## src/rtl/avg_unpool_layer.sv

```systemverilog
// 2x2 average-unpool / nearest-neighbour upsample stage.
// Buffers one pooled row, then emits it twice, with each sample duplicated horizontally.
module avg_unpool_layer #(
    parameter int DATA_W = 32,
    parameter int IN_W   = 3,
    parameter int IN_H   = 3,
    parameter int MODE   = 0
) (
    input  logic                     clk,
    input  logic                     rst,
    input  logic                     start,
    input  logic signed [DATA_W-1:0] in_data,
    input  logic                     in_valid,
    output logic                     in_ready,
    output logic signed [DATA_W-1:0] out_data,
    output logic                     out_valid,
    input  logic                     out_ready,
    output logic                     out_last,
    output logic                     busy,
    output logic                     done
);

    localparam int ICW = (IN_W > 1) ? $clog2(IN_W) : 1;
    localparam int OCW = $clog2(2 * IN_W);
    localparam int IRW = (IN_H > 1) ? $clog2(IN_H) : 1;

    localparam logic [ICW-1:0] ICOL_MAX = ICW'(IN_W - 1);
    localparam logic [OCW-1:0] OCOL_MAX = OCW'(2 * IN_W - 1);
    localparam logic [IRW-1:0] IROW_MAX = IRW'(IN_H - 1);

    typedef enum logic [2:0] {
        S_IDLE,
        S_FILL,
        S_EMIT0,
        S_EMIT1,
        S_FIN
    } state_t;

    state_t r_state, w_state_nxt;

    logic [ICW-1:0] r_icol, w_icol_nxt;
    logic [OCW-1:0] r_ocol, w_ocol_nxt;
    logic [IRW-1:0] r_irow, w_irow_nxt;

    logic signed [DATA_W-1:0] r_rowbuf [IN_W];
    logic signed [DATA_W-1:0] r_out_data;
    logic                     r_out_last;

    logic                     w_acc_in;
    logic                     w_acc_out;
    logic                     w_load;
    logic [ICW-1:0]           w_idx;
    logic signed [DATA_W-1:0] w_src;
    logic signed [DATA_W-1:0] w_scaled;

    assign w_acc_in  = (r_state == S_FILL) && in_valid;
    assign w_acc_out = ((r_state == S_EMIT0) || (r_state == S_EMIT1)) && out_ready;

    always_comb begin
        w_state_nxt = r_state;
        w_icol_nxt  = r_icol;
        w_ocol_nxt  = r_ocol;
        w_irow_nxt  = r_irow;
        case (r_state)
            S_IDLE: begin
                if (start) begin
                    w_state_nxt = S_FILL;
                    w_icol_nxt  = '0;
                    w_ocol_nxt  = '0;
                    w_irow_nxt  = '0;
                end
            end
            S_FILL: begin
                if (in_valid) begin
                    if (r_icol == ICOL_MAX) begin
                        w_icol_nxt  = '0;
                        w_ocol_nxt  = '0;
                        w_state_nxt = S_EMIT0;
                    end else begin
                        w_icol_nxt = r_icol + 1'b1;
                    end
                end
            end
            S_EMIT0: begin
                if (out_ready) begin
                    if (r_ocol == OCOL_MAX) begin
                        w_ocol_nxt  = '0;
                        w_state_nxt = S_EMIT1;
                    end else begin
                        w_ocol_nxt = r_ocol + 1'b1;
                    end
                end
            end
            S_EMIT1: begin
                if (out_ready) begin
                    if (r_ocol == OCOL_MAX) begin
                        w_ocol_nxt = '0;
                        if (r_irow == IROW_MAX) begin
                            w_state_nxt = S_FIN;
                        end else begin
                            w_irow_nxt  = r_irow + 1'b1;
                            w_state_nxt = S_FILL;
                        end
                    end else begin
                        w_ocol_nxt = r_ocol + 1'b1;
                    end
                end
            end
            S_FIN: begin
                w_state_nxt = S_IDLE;
                w_irow_nxt  = '0;
            end
            default: begin
                w_state_nxt = S_IDLE;
            end
        endcase
    end

    always_ff @(posedge clk) begin
        if (rst) begin
            r_state <= S_IDLE;
            r_icol  <= '0;
            r_ocol  <= '0;
            r_irow  <= '0;
        end else begin
            r_state <= w_state_nxt;
            r_icol  <= w_icol_nxt;
            r_ocol  <= w_ocol_nxt;
            r_irow  <= w_irow_nxt;
        end
    end

    always_ff @(posedge clk) begin
        if (w_acc_in) begin
            r_rowbuf[r_icol] <= in_data;
        end
    end

    // Output register is preloaded with the sample for the next beat; the bypass covers
    // the row's final input beat landing in the same slot that is about to be read.
    assign w_idx    = ICW'(w_ocol_nxt >> 1);
    assign w_src    = (w_acc_in && (w_idx == r_icol)) ? in_data : r_rowbuf[w_idx];
    assign w_scaled = (MODE == 0) ? (w_src >>> 2) : w_src;
    assign w_load   = ((w_state_nxt == S_EMIT0) || (w_state_nxt == S_EMIT1))
                      && (w_acc_in || w_acc_out);

    always_ff @(posedge clk) begin
        if (rst) begin
            r_out_data <= '0;
            r_out_last <= 1'b0;
        end else if (w_load) begin
            r_out_data <= w_scaled;
            r_out_last <= (w_state_nxt == S_EMIT1) && (w_irow_nxt == IROW_MAX)
                          && (w_ocol_nxt == OCOL_MAX);
        end else if ((w_state_nxt != S_EMIT0) && (w_state_nxt != S_EMIT1)) begin
            r_out_last <= 1'b0;
        end
    end

    assign in_ready  = (r_state == S_FILL);
    assign out_valid = (r_state == S_EMIT0) || (r_state == S_EMIT1);
    assign out_data  = r_out_data;
    assign out_last  = r_out_last;
    assign busy      = (r_state != S_IDLE);
    assign done      = (r_state == S_FIN);

endmodule
```

## config.mk

```make
export PLATFORM = sky130hd
export DESIGN_NAME = avg_unpool_layer
export DESIGN_NICKNAME = d
export VERILOG_FILES = /design/src/rtl/avg_unpool_layer.sv
export SDC_FILE = /design/constraint.sdc
export NUM_CORES = 1
export LEC_CHECK = 0
export BUFFER_PORTS_ARGS = -buffer_cell sky130_fd_sc_hd__buf_2
export CAP_MARGIN = 40
export CORE_MARGIN = 1.5
export CORE_UTILIZATION = 40
export DETAILED_ROUTE_END_ITERATION = 8
export SLEW_MARGIN = 40
export SYNTH_ARGS = -nofsm -noshare
export SYNTH_HDL_FRONTEND = slang
export SYNTH_SLANG_ARGS = --single-unit
```

## constraint.sdc

```tcl
create_clock -name clk -period 3.98 [get_ports clk]
set_input_delay 0.796 -clock clk [delete_from_list [all_inputs] [get_ports clk]]
set_output_delay 0.796 -clock clk [all_outputs]
set_load 0.02 [all_outputs]
```

After elaboration in Yosys (flattened, before gate mapping)
Memories as Yosys holds them, arrays and structs flattened. A register that Yosys moved wholly into a read port is not among the register bits.
Index checks and enable logic that the tools add are counted.
{"block": "totals", "in_bits": 37, "ff_bits": 11, "ramBits": 96, "memories": 1}
{"memory": "r_rowbuf", "words": 3, "width": 32, "rd": 1, "rd_ports_with_merged_regs": 1, "write_ports": 1, "line_no": "45", "rtl": "logic signed [DATA_W-1:0] r_rowbuf [IN_W];"}
{"block": "classes", "eq_ne": 15, "reduce_logical": 15, "muxes": 28, "n_addsub": 3}
{"operator": "$mux W3", "count": 13}
{"operator": "$mux W2", "count": 7}
{"operator": "$eq A3 B2 Y1 const B", "count": 4}
{"operator": "$pmux W3 S4", "count": 1}
{"operator": "$eq A3 B3 Y1 const B", "count": 3}
{"operator": "$pmux W3 S3", "count": 1}
{"operator": "$eq A2 B2 Y1 const B", "count": 3}
{"operator": "$logic_and A1 B1 Y1", "count": 6}
{"operator": "$ne A3 B2 Y1 const B", "count": 2}
{"operator": "$pmux W2 S3", "count": 1}
{"operator": "$add A2 B1 Y2 const B", "count": 2}
{"operator": "$mux W1", "count": 4}
{"operator": "$ne A2 B2 Y1 const B", "count": 2}
{"operator": "$pmux W2 S2", "count": 1}
{"operator": "$reduce_bool A2 Y1", "count": 2}
{"operator": "$add A3 B1 Y3 const B", "count": 1}
{"operator": "$eq A3 B1 Y1 const B", "count": 1}
{"operator": "$logic_not A3 Y1", "count": 1}
{"operator": "$logic_or A1 B1 Y1", "count": 3}
{"operator": "$reduce_and A3 Y1", "count": 1}
{"operator": "$reduce_bool A3 Y1", "count": 1}
{"operator": "$reduce_or A2 Y1", "count": 1}

Longest topological paths before layout
Gate-level depths: netlist of run 1.
{"block": "depth", "word_depth": 9, "mapped_depth": 8, "depth_no_buf": 7}

Least setup slack after synthesis of run 1
No wires, ideal clock.
{"block": "synth_path", "path_kind": "reg-to-reg", "start": "reg r_state[1]", "end": "mem r_rowbuf[0][10], enable pin", "required_time_ns": 3.559, "arrival_time_ns": 2.465, "path_stages_with_launch": 5, "n_path_buf": 0, "slack_ns": 1.095, "setup_time_ns": 0.421, "path_cell_list": "dfxtp_1 > or3b_4 > clkinv_2 > and3_1 > nor2b_1"}
{"block": "synth_between", "elab_chain_len": 4}
{"item": "start, declared", "line_no": "39", "rtl": "state_t r_state, w_state_nxt;"}
{"item": "start signal, assigned", "line_no": "126", "rtl": "r_state <= w_state_nxt;"}
{"item": "$eq A3 B1 Y1"}
{"item": "net in_ready", "line_no": "14", "rtl": "output logic in_ready,"}
{"item": "$logic_and A1 B1 Y1", "line_no": "56", "rtl": "assign w_acc_in = (r_state == S_FILL) && in_valid;"}
{"item": "$mux W1", "line_no": "134", "rtl": "if (w_acc_in) begin"}
{"item": "$mux W1 (not written as such)", "line_no": "135", "rtl": "r_rowbuf[r_icol] <= in_data;"}
{"item": "end, declared", "line_no": "45"}
The timed path passes the listed nets, and every way through them passes these cells.

Final worst setup path of run 1
{"block": "layout_path", "start": "reg r_state[1]", "end": "reg r_out_data[17] (netlist: out_data[17]) (read register of r_rowbuf)"}
{"block": "layout_between", "elab_chain_len": 6}
{"item": "$mux W3, on equally long branches", "line_no": "96, 75, 86"}
{"item": "$mux W3, on equally long branches", "line_no": "95, 74, 85"}
{"item": "$pmux W3 S4", "line_no": "64", "rtl": "case (r_state)"}
{"item": "$eq A3 B2 Y1", "line_no": "144", "rtl": "assign w_load = ((w_state_nxt == S_EMIT0) || (w_state_nxt == S_EMIT1))"}
{"item": "$logic_or A1 B1 Y1", "line_no": "144"}
{"item": "$logic_and A1 B1 Y1", "line_no": "145", "rtl": "&& (w_acc_in || w_acc_out);"}
{"item": "end, declared", "line_no": "46", "rtl": "logic signed [DATA_W-1:0] r_out_data;"}
Parallel ways exist; a longest one is shown, timed or not.
A chain may end at the register's enable or synchronous reset.

==> results of run 1 <==
where the power goes:
group	leakage (nW)	internal (mW)	switching [mW]
sequential	1.15	1.48	0.00840
clock	0.305	1.06	0.557
combinational	1.01	0.0315	0.0502
Yosys cell counts, types with 5 or more instances:
| cell type | number | area (sq um) |
|---|---|---|
| a22oi_1 | 30 | 225 |
| nor2_1 | 8 | 30.0 |
| edfxtp_1 | 90 | 2700 |
| a21oi_1 | 5 | 25.0 |
| o21ai_1 | 30 | 150 |
| dfxtp_1 | 41 | 821 |
| clkbuf_1 | 5 | 18.8 |
| mux2i_1 | 30 | 300 |
| nand2_1 | 6 | 22.5 |
| buf_2 | 6 | 30.0 |
cell usage in the layout (no fill, tap or decap), types with 4 or more instances in the layout:
cell | synthesis | final
buf_2 | 6 | 71
dfxtp_1 | 41 | 41
a22oi_1 | 30 | 30
nand3_1 | 4 | 4
o21ai_0 | 4 | 4
mux2i_1 | 30 | 30
nor2_1 | 8 | 8
o21ai_1 | 30 | 30
inv_1 | 4 | 4
a21oi_1 | 5 | 5
buf_4 | 3 | 6
bufinv_16 | 0 | 4
clkbuf_16 | 0 | 17
clkinv_2 | 1 | 4
edfxtp_1 | 90 | 90
nand2_1 | 6 | 6
flip-flops by register name (all words and copies together), names as in the netlist:
name and flops:
r_irow 2, out_last 1, r_rowbuf 90, r_icol 2, out_data 30, r_state 3, r_ocol 3
worst max-delay path by stage:
stage | to | slack, ns | depth (start not counted) | from
6_report | out_data[17] | 1.28 | 6 | r_state[1]
3_5_place_dp | out_data[10] | 0.99 | 7 | out_ready
3_3_place_gp | out_data[15] | 1.02 | 7 | out_ready
5_1_grt | out_data[10] | 1.12 | 6 | r_state[1]
2_1_floorplan | r_rowbuf[0][10] | 1.09 | 4 | r_state[1]
4_1_cts | out_data[17] | 1.28 | 6 | r_state[1]
routing by layer:
layer  up-vias  global-route usage [%]  wire, um
met4         0                    5.00        96
met2        62                    26.3      4760
li1       1376                       -         -
met1      1405                    18.7      4030
met5         -                       0         0
met3        10                    6.64       570
cell families (layout without fill, tap and decap cells):
family | Yosys count | count (layout)
flops | 131 | 131
compound gates | 81 | 81
simple gates | 45 | 45
mux | 32 | 32
buf+inv | 24 | 117
fa+ha+maj | 2 | 2
per-stage QoR:
| step | power [mW] | setup slack, ns | util, % | std cells |
|---|---|---|---|---|
| floorplan | 1.55 | 1.09 | - | 315 |
| global placement | 1.59 | 1.02 | 46.0 | 517 |
| detailed placement | 1.59 | 0.987 | 46.2 | 519 |
| CTS | 3.21 | 1.28 | 51.6 | 551 |
| global route | 3.29 | 1.12 | 51.7 | 551 |
| finish | 3.19 | 1.28 | 51.7 | 551 |
final cells by class:
class	count	area share, %
flip-flops and latches	131	58.7
multi-input cells	160	20.3
clock buffers	19	7.38
repair buffers	79	7.17
clock inverters	13	3.02
well taps	143	2.98
inverters	6	0.396
worst max-delay path: cells and delay by family (launching register included):
kind,cells,cell delay [ns]
simple gates,2,0.73
flops,1,0.66
compound gates,3,0.81
buf+inv,1,0.41
==> run metrics, run 1 <==
min-delay src r_rowbuf[2][6]; Total GRT Usage 15.8%; Hold EP out_data[4]; fin crit share 67.8%; vias in the first global route 2,893; dpl cell area 5370 sq um; Max Clock Skew 0.00697 ns; minimum clock period 2.70 ns; Worst R2R End out_data[17]; Layout fillers 958; grt ovf 0; CP Class flop to flop; main combinational cell family by area after synthesis compound AO/OA/AOI/OAI gates; DR vias 2,853; Post-synth EDFFs 90; DP HPWL 5760 um; status finished clean; top_reg_cell synth edfxtp_1; Detailed Route WL 9460 um; die area 12,700 sq um; FF-to-FF path depth 6; initial antenna violation count 0; Pwr per Cell Area 531 nW/um^2; DRC errors left 0; Setup Buffers After CTS 0; Syn. warnings 0; CP Cell Sequence nand4b_2, or3b_1, a221oi_4, buf_4, a22oi_1, o21ai_1; adder-cell area share of the yosys netlist 0.518%; 1st-iter DRT viols 179; Max Cap Viol 0; CTS tree yes; Clock Tree Buf Depth 2; Vias/cell 5.18; WP data required 4.31 ns; Slew Viols, Final 0; worst hold slack 0.466 ns; largest net degree at the start of global routing 32; ys async rst share 0%; Static Leak 2.46 nW; Final Net Count 434; CTS resizes 0; final hold violation count 0; number of H-tree levels 4; layout cells sized above 1 30.1%; RR Startpoint r_state[1]; Hold WC Path Type flop to flop; post-route cell area 6000 sq um; area of the mapped netlist 4830 sq um; Setup TNS 0 ns; GP Congestion 0.775; Antenna Nets Post-Route 0; post-synthesis sequential area ratio 72.9%; hold buffers post-CTS 0; Worst R2R Setup Slack 1.28 ns; critical path's slowest cell dfxtp_1; arrival time worst endpoint 3.03 ns; Vert. Die Dim 113 um; Synth Area in Compound Gates 11.1%; Setup Viol. Count Final 0; hold depth 2; Mapped Nets 354; maximum vdd drop 0.312 mV; simple-gate share of the synthesized area 6.08%; Die W 113 um; clk sinks 131; XOR/XNOR Fraction of Synth Area 0%; Worst-Margin Slew 0.654 ns; Clock Pin Slew Worst Setup and Hold Paths 0.05 ns; f_max 371 MHz; RSZ-0062 raised after global routing no; Ant. Diodes 0; Post-Synthesis Cells 315; mux cell area share after synthesis 6.68%; Area Overhead vs Synth 24.2%; core area 11,600 sq um; CP Capture Type flop; WL per Instance 17.2 um; worst skew pair latency 0.41 ns; Slew HR 56.4%; crit start category flop; drt pass-1 iters 4; Avg Synthesized Cell Area 15.3 sq um; CTS Buf Count 17; area of the multi-input gates 1220 sq um; clock root cell clkbuf_16; Yosys cell types 49; first-pass GRT wire length 15,100 um; CP max stage delay 0.66 ns; starting density of the core 41.6%; row count 39; Max Fanout on Critical Path 20; Ports 74; I/O Buffers 71; Yosys reg bits 131; FF+latch area 3520 sq um
Power figures use the tool's default switching activity.
==> run 2: changes to the inputs <==
--- a/config.mk
+++ b/config.mk
@@ -5,6 +5,7 @@
 export SDC_FILE = /design/constraint.sdc
 export NUM_CORES = 1
 export LEC_CHECK = 0
+export ABC_AREA = 1
 export BUFFER_PORTS_ARGS = -buffer_cell sky130_fd_sc_hd__buf_2
 export CAP_MARGIN = 40
 export CORE_MARGIN = 1.5
==> constraint.sdc (replaced) <==
create_clock -name clk -period 2.4 [get_ports clk]
set_input_delay 0.48 -clock clk [delete_from_list [all_inputs] [get_ports clk]]
set_output_delay 0.48 -clock clk [all_outputs]
set_load 0.02 [all_outputs]
==> run 2 against run 1 <==
Combinational power is 81% higher; via count is 25% higher; utilization is 2.1 points lower; count of clock-buffer cells in the layout is 10 higher; sequential power is 66% higher; critical path depth is 2 lower; area after synthesis is 6.7% higher; total power is 63% higher; setup slack worse by 0.71 ns; routed wire length is 19% higher; first-iteration DRC count is 27% higher; die area is 6.5% higher.
==> run metrics, run 2 <==
drt pass-1 iters 4 (unchanged); FF-to-FF path depth 11 (+5); RSZ-0062 raised after global routing no; CP Capture Type output pin; Post-Synthesis Cells 471 (+50%); number of H-tree levels 4 (unchanged); Yosys reg bits 131 (unchanged); sw power 962 uW (+56%); DRC errors left 0 (unchanged); top_reg_cell synth edfxtp_1; maximum vdd drop 0.603 mV (+93%); pre-CTS WS 0.464 ns (-0.523 ns); commonest non-fill, non-tap cells in the layout nand2_1, edfxtp_1, buf_2; Hold WC Path Type input port to flop; WP data required 1.92 ns (-2.39 ns); row count 41 (+5.1%); CTS tree yes; top-count cell post-synth nand2_1; I/O Buffers 71 (unchanged); Final Net Count 586 (+35%); post-route cell area 6260 sq um (+4.3%); leading area contributor after synthesis edfxtp_1; arrival time worst endpoint 1.35 ns (-1.68 ns); Int Power 4.22 mW (+64%); most common cell after layout, fill and taps aside nand2_1; dpl cell area 5650 sq um (+5.2%); initial antenna violation count 1 (+1); f_max 546 MHz; die area 13,600 sq um (+6.5%); Avg Synthesized Cell Area 10.9 sq um (-29%); grt ovf 0 (unchanged); area of the multi-input gates 1370 sq um (+12%); utilization after layout 49.6% (-2.1 points); area of the mapped netlist 5150 sq um (+6.7%); Final WS setup 0.569 ns (-0.714 ns); clk sinks 131 (unchanged); Slew Viols, Final 0 (unchanged); worst skew pair latency 0.41 ns (about the same); clock root cell clkbuf_16; fin crit share 76.3%; Area Overhead vs Synth 21.4%; Logic pwr share 2.9% (+0.3 points); core area 12,600 sq um (+8.7%); Mapped Nets 510 (+44%); first-pass GRT wire length 18,100 um (+20%); Layout fillers 1,185 (+24%); worst hold slack 0.270 ns (-0.196 ns); Post-synth EDFFs 90 (unchanged); vias in the first global route 3,626 (+25%); Vias/cell 4.87 (-5.9%); post-synthesis sequential area ratio 68.4% (-4.5 points); GP Congestion 0.786 (+1.3%); Clock Tree Buf Depth 2 (unchanged); WL per Instance 15.4 um (-10%); DR vias 3,568 (+25%); Reg power frac 47.4% (+0.8 points); Antenna Nets Post-Route 0 (unchanged); status finished clean; starting density of the core 40.8% (-0.77 points); FF+latch area 3520 sq um (unchanged); Max Fanout on Critical Path 5 (-75%); Ports 74 (unchanged); CTS resizes 0 (unchanged); largest net degree at the start of global routing 32 (unchanged); CP Class flop to output pin; Detailed Route WL 11,300 um (+19%); Total GRT Usage 18.3% (+2.5 points); Max Cap Viol 0 (unchanged); hold buffers post-CTS 0 (unchanged); Static Leak 2.69 nW (+9.5%); top cell type's share of synthesized area 52.4% (-3.5 points); Top reg by flops r_rowbuf; layout cells sized above 1 23.9% (-6.2 points); Ant. Diodes 0 (unchanged); ys async rst share 0% (unchanged); Switching Fraction 18.6% (-0.76 points); Max Clock Skew 0.00867 ns (+0.00170 ns); Clk pwr share 49.8% (-1.1 points); Setup TNS 0 ns (unchanged); Slew HR 67.5% (+11 points); max FFs per register 90 (unchanged); Clock Pin Slew Worst Setup and Hold Paths 0.05 ns (about the same); Pwr per Cell Area 829 nW/um^2 (+56%); Setup Buffers After CTS 0 (unchanged); synth cell count leaders nand2_1, edfxtp_1, a21oi_1; Die W 117 um (+3.2%); final hold violation count 0 (unchanged); Setup Viol. Count Final 0 (unchanged); Worst-Margin Slew 0.487 ns (-0.167 ns); hold depth 1 (-1); CTS Buf Count 17 (unchanged); Yosys cell types 29 (-41%); crit start category flop; 1st-iter DRT viols 228 (+27%); Vert. Die Dim 117 um (+3.2%); minimum clock period 1.83 ns; DP HPWL 6690 um (+16%); Syn. warnings 0 (unchanged); top cells by area, synth edfxtp_1, dfxtp_1, nand2_1
[run 2: changes by cell type in the layout (fill, tap and decap cells not counted), moves of 5 or more]
cell / delta
nand2_1: +139
a21oi_2: +8
inv_1: +14
a21oi_1: +49
a22oi_1: -30
clkbuf_8: +6
o21ai_0: +5
o21ai_1: -5
nor2_1: +8
mux2i_1: -30
nand3_1: +8
[run 2: stage by stage]
step                      power [mW]  std cells
final                           5.18        732
after global routing            5.37        732
after CTS                       5.25        732
after detailed placement        2.65        700
after global placement          2.65        700
after floorplan                 2.57        471
[run 2: worst max-delay path, stage by stage (launching register included)]
cell,delay (ns)
dfxtp_1,0.34
nor2_1,0.26
inv_1,0.09
nor2_1,0.09
buf_2,0.16
[run 2: metal layers]
layer  GRT usage, %  routed length [um]
met1           21.5                4790
met2           31.6                5620
met3           5.29                 710
met4           7.15                 127
met5              0                  12
[run 2: worst paths after layout]
| path | start | endpoint | slack, ns |
|---|---|---|---|
| worst max-delay path | r_state[0] | done | 0.57 |
| worst min-delay path | in_data[19] | r_rowbuf[2][19] | 0.27 |
| worst max register to register | r_state[1] | out_last | 0.58 |
| worst min register to register | out_data[2] | out_data[2] | 0.52 |
[run 2: final cells by class]
class                   instances  share of cell area [%]
flip-flops and latches        131                    56.3
multi-input cells             291                    21.9
inverters                      25                    1.58
clock buffers                  29                    8.64
clock inverters                 3                    1.08
well taps                     172                    3.44
repair buffers                 81                    7.08
[run 2: logic make-up (layout without fill, tap and decap cells)]
| group | count (synthesis) | count (layout) | synth area share, % |
|---|---|---|---|
| flops | 131 | 131 | 68.4 |
| simple gates | 188 | 188 | 15.0 |
| fa+ha+maj | 2 | 2 | 0.485 |
| compound gates | 101 | 101 | 10.7 |
| buf+inv | 49 | 138 | 5.51 |
[run 2: power by group through the flow]
stage / combinational (mW) / sequential (mW) / clock (mW)
3_3_place_gp: 0.145 / 2.50 / 0
3_5_place_dp: 0.150 / 2.50 / 0
4_1_cts: 0.151 / 2.46 / 2.65
5_1_grt: 0.167 / 2.46 / 2.74
2_1_floorplan: 0.0730 / 2.50 / 0
6_report: 0.148 / 2.46 / 2.58
==> run 3: changes to the inputs <==
==> constraint.sdc (replaced) <==
create_clock -name clk -period 1.7 [get_ports clk]
set_input_delay 0.34 -clock clk [delete_from_list [all_inputs] [get_ports clk]]
set_output_delay 0.34 -clock clk [all_outputs]
set_load 0.02 [all_outputs]
==> run 3 against run 2 <==
Routed wire length grew 4.4%; clock skew grew 0.00077 ns; utilization grew 3.2 points; sequential power grew 41%; critical path depth grew 7; register-to-register slack lost 0.49 ns; setup slack lost 0.48 ns; sequential share of layout area shrank 3.3 points; count of clock-buffer cells in the layout shrank 8; via count grew 3.0%; clock power grew 58%; sequential cell count is the same; critical path type is now flop to flop; largest power group unchanged; highest routed layer unchanged.
==> run metrics, run 3 (synthesized netlist as in run 2, its figures left out) <==
Ant. Diodes 0 (unchanged); largest net degree at the start of global routing 32 (unchanged); CP Cell Sequence inv_4, nand2_2, nor2_4, nand2_2, nand2_2, nand2_1, nand2_4, inv_2, buf_4, nand2_1, a21oi_2; vias in the first global route 3,645 (+0.52%); CTS Buf Count 17 (unchanged); Final Net Count 600 (+2.4%); I/O Buffers 71 (unchanged); Clock Pin Slew Worst Setup and Hold Paths 0.05 ns (about the same); row count 41 (unchanged); Ports 74 (unchanged); most common cell after layout, fill and taps aside nand2_1; clk sinks 131 (unchanged); Die W 117 um (unchanged); starting density of the core 40.8% (unchanged); CTS tree yes; DP HPWL 7010 um (+4.7%); Vert. Die Dim 117 um (unchanged); hold buffers post-CTS 0 (unchanged); Most Frequent Cell on Critical Path nand2_2; CP startpoint r_state[1]; Slew Viols, Final 0 (unchanged); non-filler cells, final 746 (+1.9%); commonest non-fill, non-tap cells in the layout nand2_1, edfxtp_1, buf_2; Static Leak 2.86 nW (+6.4%); clock root cell clkbuf_16; WL per Instance 15.8 um (+2.5%); RSZ-0062 raised after global routing yes; drt pass-1 iters 4 (unchanged); Switching Fraction 18.3% (-0.25 points); Hold WC Path Type input port to flop; sw power 1.42 mW (+48%); worst hold slack 0.125 ns (-0.146 ns); Logic pwr share 2.9% (about the same); Slew HR 82.6% (+15 points); min-delay src in_data[4]; DR vias 3,675 (+3.0%); Inst Count DP 710 (+1.4%); first-pass GRT wire length 17,800 um (-1.6%); WP data required 1.99 ns (+0.07 ns); Detailed Route WL 11,800 um (+4.4%); status finished clean; Layout fillers 1,110 (-6.3%); CP max stage delay 0.36 ns (+0.02 ns); CP Class flop to flop; Vias/cell 4.93 (+1.1%); Int Power 6.35 mW (+50%); Setup TNS 0 ns (unchanged); minimum clock period 1.61 ns; worst skew pair latency 0.41 ns (about the same); initial antenna violation count 1 (unchanged); top cell family by delay on the critical path simple AND/OR/NAND/NOR gates; GP Congestion 0.772 (-1.8%); maximum vdd drop 0.745 mV (+23%); final hold violation count 0 (unchanged); Max Clock Skew 0.00944 ns (+0.000771 ns); Worst R2R End out_data[3]; Reg power frac 44.6% (-2.8 points); Hold EP r_rowbuf[0][4]; Max Cap Viol 0 (unchanged); worst path buffer plus inverter count 3 (+1); Clock Tree Buf Depth 2 (unchanged); DRC errors left 0 (unchanged); layout cells sized above 1 28.0% (+4.1 points); Max Fanout on Critical Path 10 (+5); Clk pwr share 52.5% (+2.7 points); core area 12,600 sq um (unchanged); hold depth 1 (unchanged); Area Overhead vs Synth 29.1%; Setup Viol. Count Final 0 (unchanged); number of H-tree levels 4 (unchanged); Worst-Margin Slew 0.258 ns (-0.229 ns); crit start category flop; critical path's slowest cell dfxtp_4; FF-to-FF path depth 11 (unchanged); Antenna Nets Post-Route 0 (unchanged); max FFs per register 90 (unchanged); Top reg by flops r_rowbuf; f_max 621 MHz; RR Startpoint r_state[1]; Pwr per Cell Area 1170 nW/um^2 (+41%); Worst R2R Setup Slack 0.09 ns (-0.49 ns); CP Capture Type flop; die area 13,600 sq um (unchanged); arrival time worst endpoint 1.91 ns (+0.56 ns); fin crit share 94.7%; Total GRT Usage 17.9% (-0.33 points); 1st-iter DRT viols 135 (-41%); grt ovf 0 (unchanged)
-- run 3: metrics by stage --
step | utilization, % | area, sq um | setup slack [ns] | power (mW)
3_3_place_gp | 46.4 | 5850 | 0.0412 | 3.74
2_1_floorplan | - | 5190 | -0.298 | 3.64
5_1_grt | 52.7 | 6660 | -0.0258 | 7.99
6_report | 52.7 | 6660 | 0.0894 | 7.77
3_5_place_dp | 46.4 | 5850 | 0.00304 | 3.75
4_1_cts | 51.7 | 6520 | 0.00690 | 7.82
-- run 3: cell type report --
type / instances / area [sq um] / share of cell area (%)
Sequential cell: 131 / 3530 / 53.1
Multi-Input combinational cell: 291 / 1420 / 21.3
Timing Repair Buffer: 95 / 709 / 10.7
Clock buffer: 21 / 460 / 6.92
Tap cell: 172 / 215 / 3.23
Clock inverter: 11 / 205 / 3.08
Inverter: 25 / 115 / 1.73
-- run 3: routing by layer --
layer  part of all wire (%)  track usage (%)  vias up
met2                     51             31.2      103
li1                       -                -     1788
met3                    5.7             5.55       12
met5                   0.16                0        -
met4                   0.94             6.42        2
met1                     43             21.0     1770
-- run 3: power by group through the flow --
stage	sequential, mW	clock [mW]	combinational, mW
finish	3.47	4.08	0.225
global route	3.47	4.27	0.249
CTS	3.47	4.13	0.223
detailed placement	3.53	0	0.222
global placement	3.53	0	0.214
floorplan	3.53	0	0.109
-- run 3: worst max-delay path by stage --
| stage | cells after the start | end | slack [ns] |
|---|---|---|---|
| floorplan | 5 | r_rowbuf[0][10] | -0.30 |
| global placement | 11 | out_data[24] | 0.04 |
| detailed placement | 12 | out_data[19] | 0.003 |
| finish | 11 | out_data[3] | 0.09 |
| global route | 13 | out_data[19] | -0.03 |
| CTS | 5 | done | 0.007 |
-- run 3: worst register-to-register path: cells and delay by family, from the launching register on --
kind / cells / cell delay [ns]
buffers and inverters: 3 / 0.33
AND/OR/NAND/NOR: 7 / 0.76
flip-flops: 1 / 0.36
AO/OA/AOI/OAI: 1 / 0.05
-- run 3: what timing repair did --
| item | 4_1_cts | 5_1_grt |
|---|---|---|
| gates cloned | 0 | 1 |
| resized for setup | 1 | 22 |
| setup buffers | 0 | 3 |
| pin swaps | 0 | 4 |
| setup endpoints to repair | 1 | 32 |
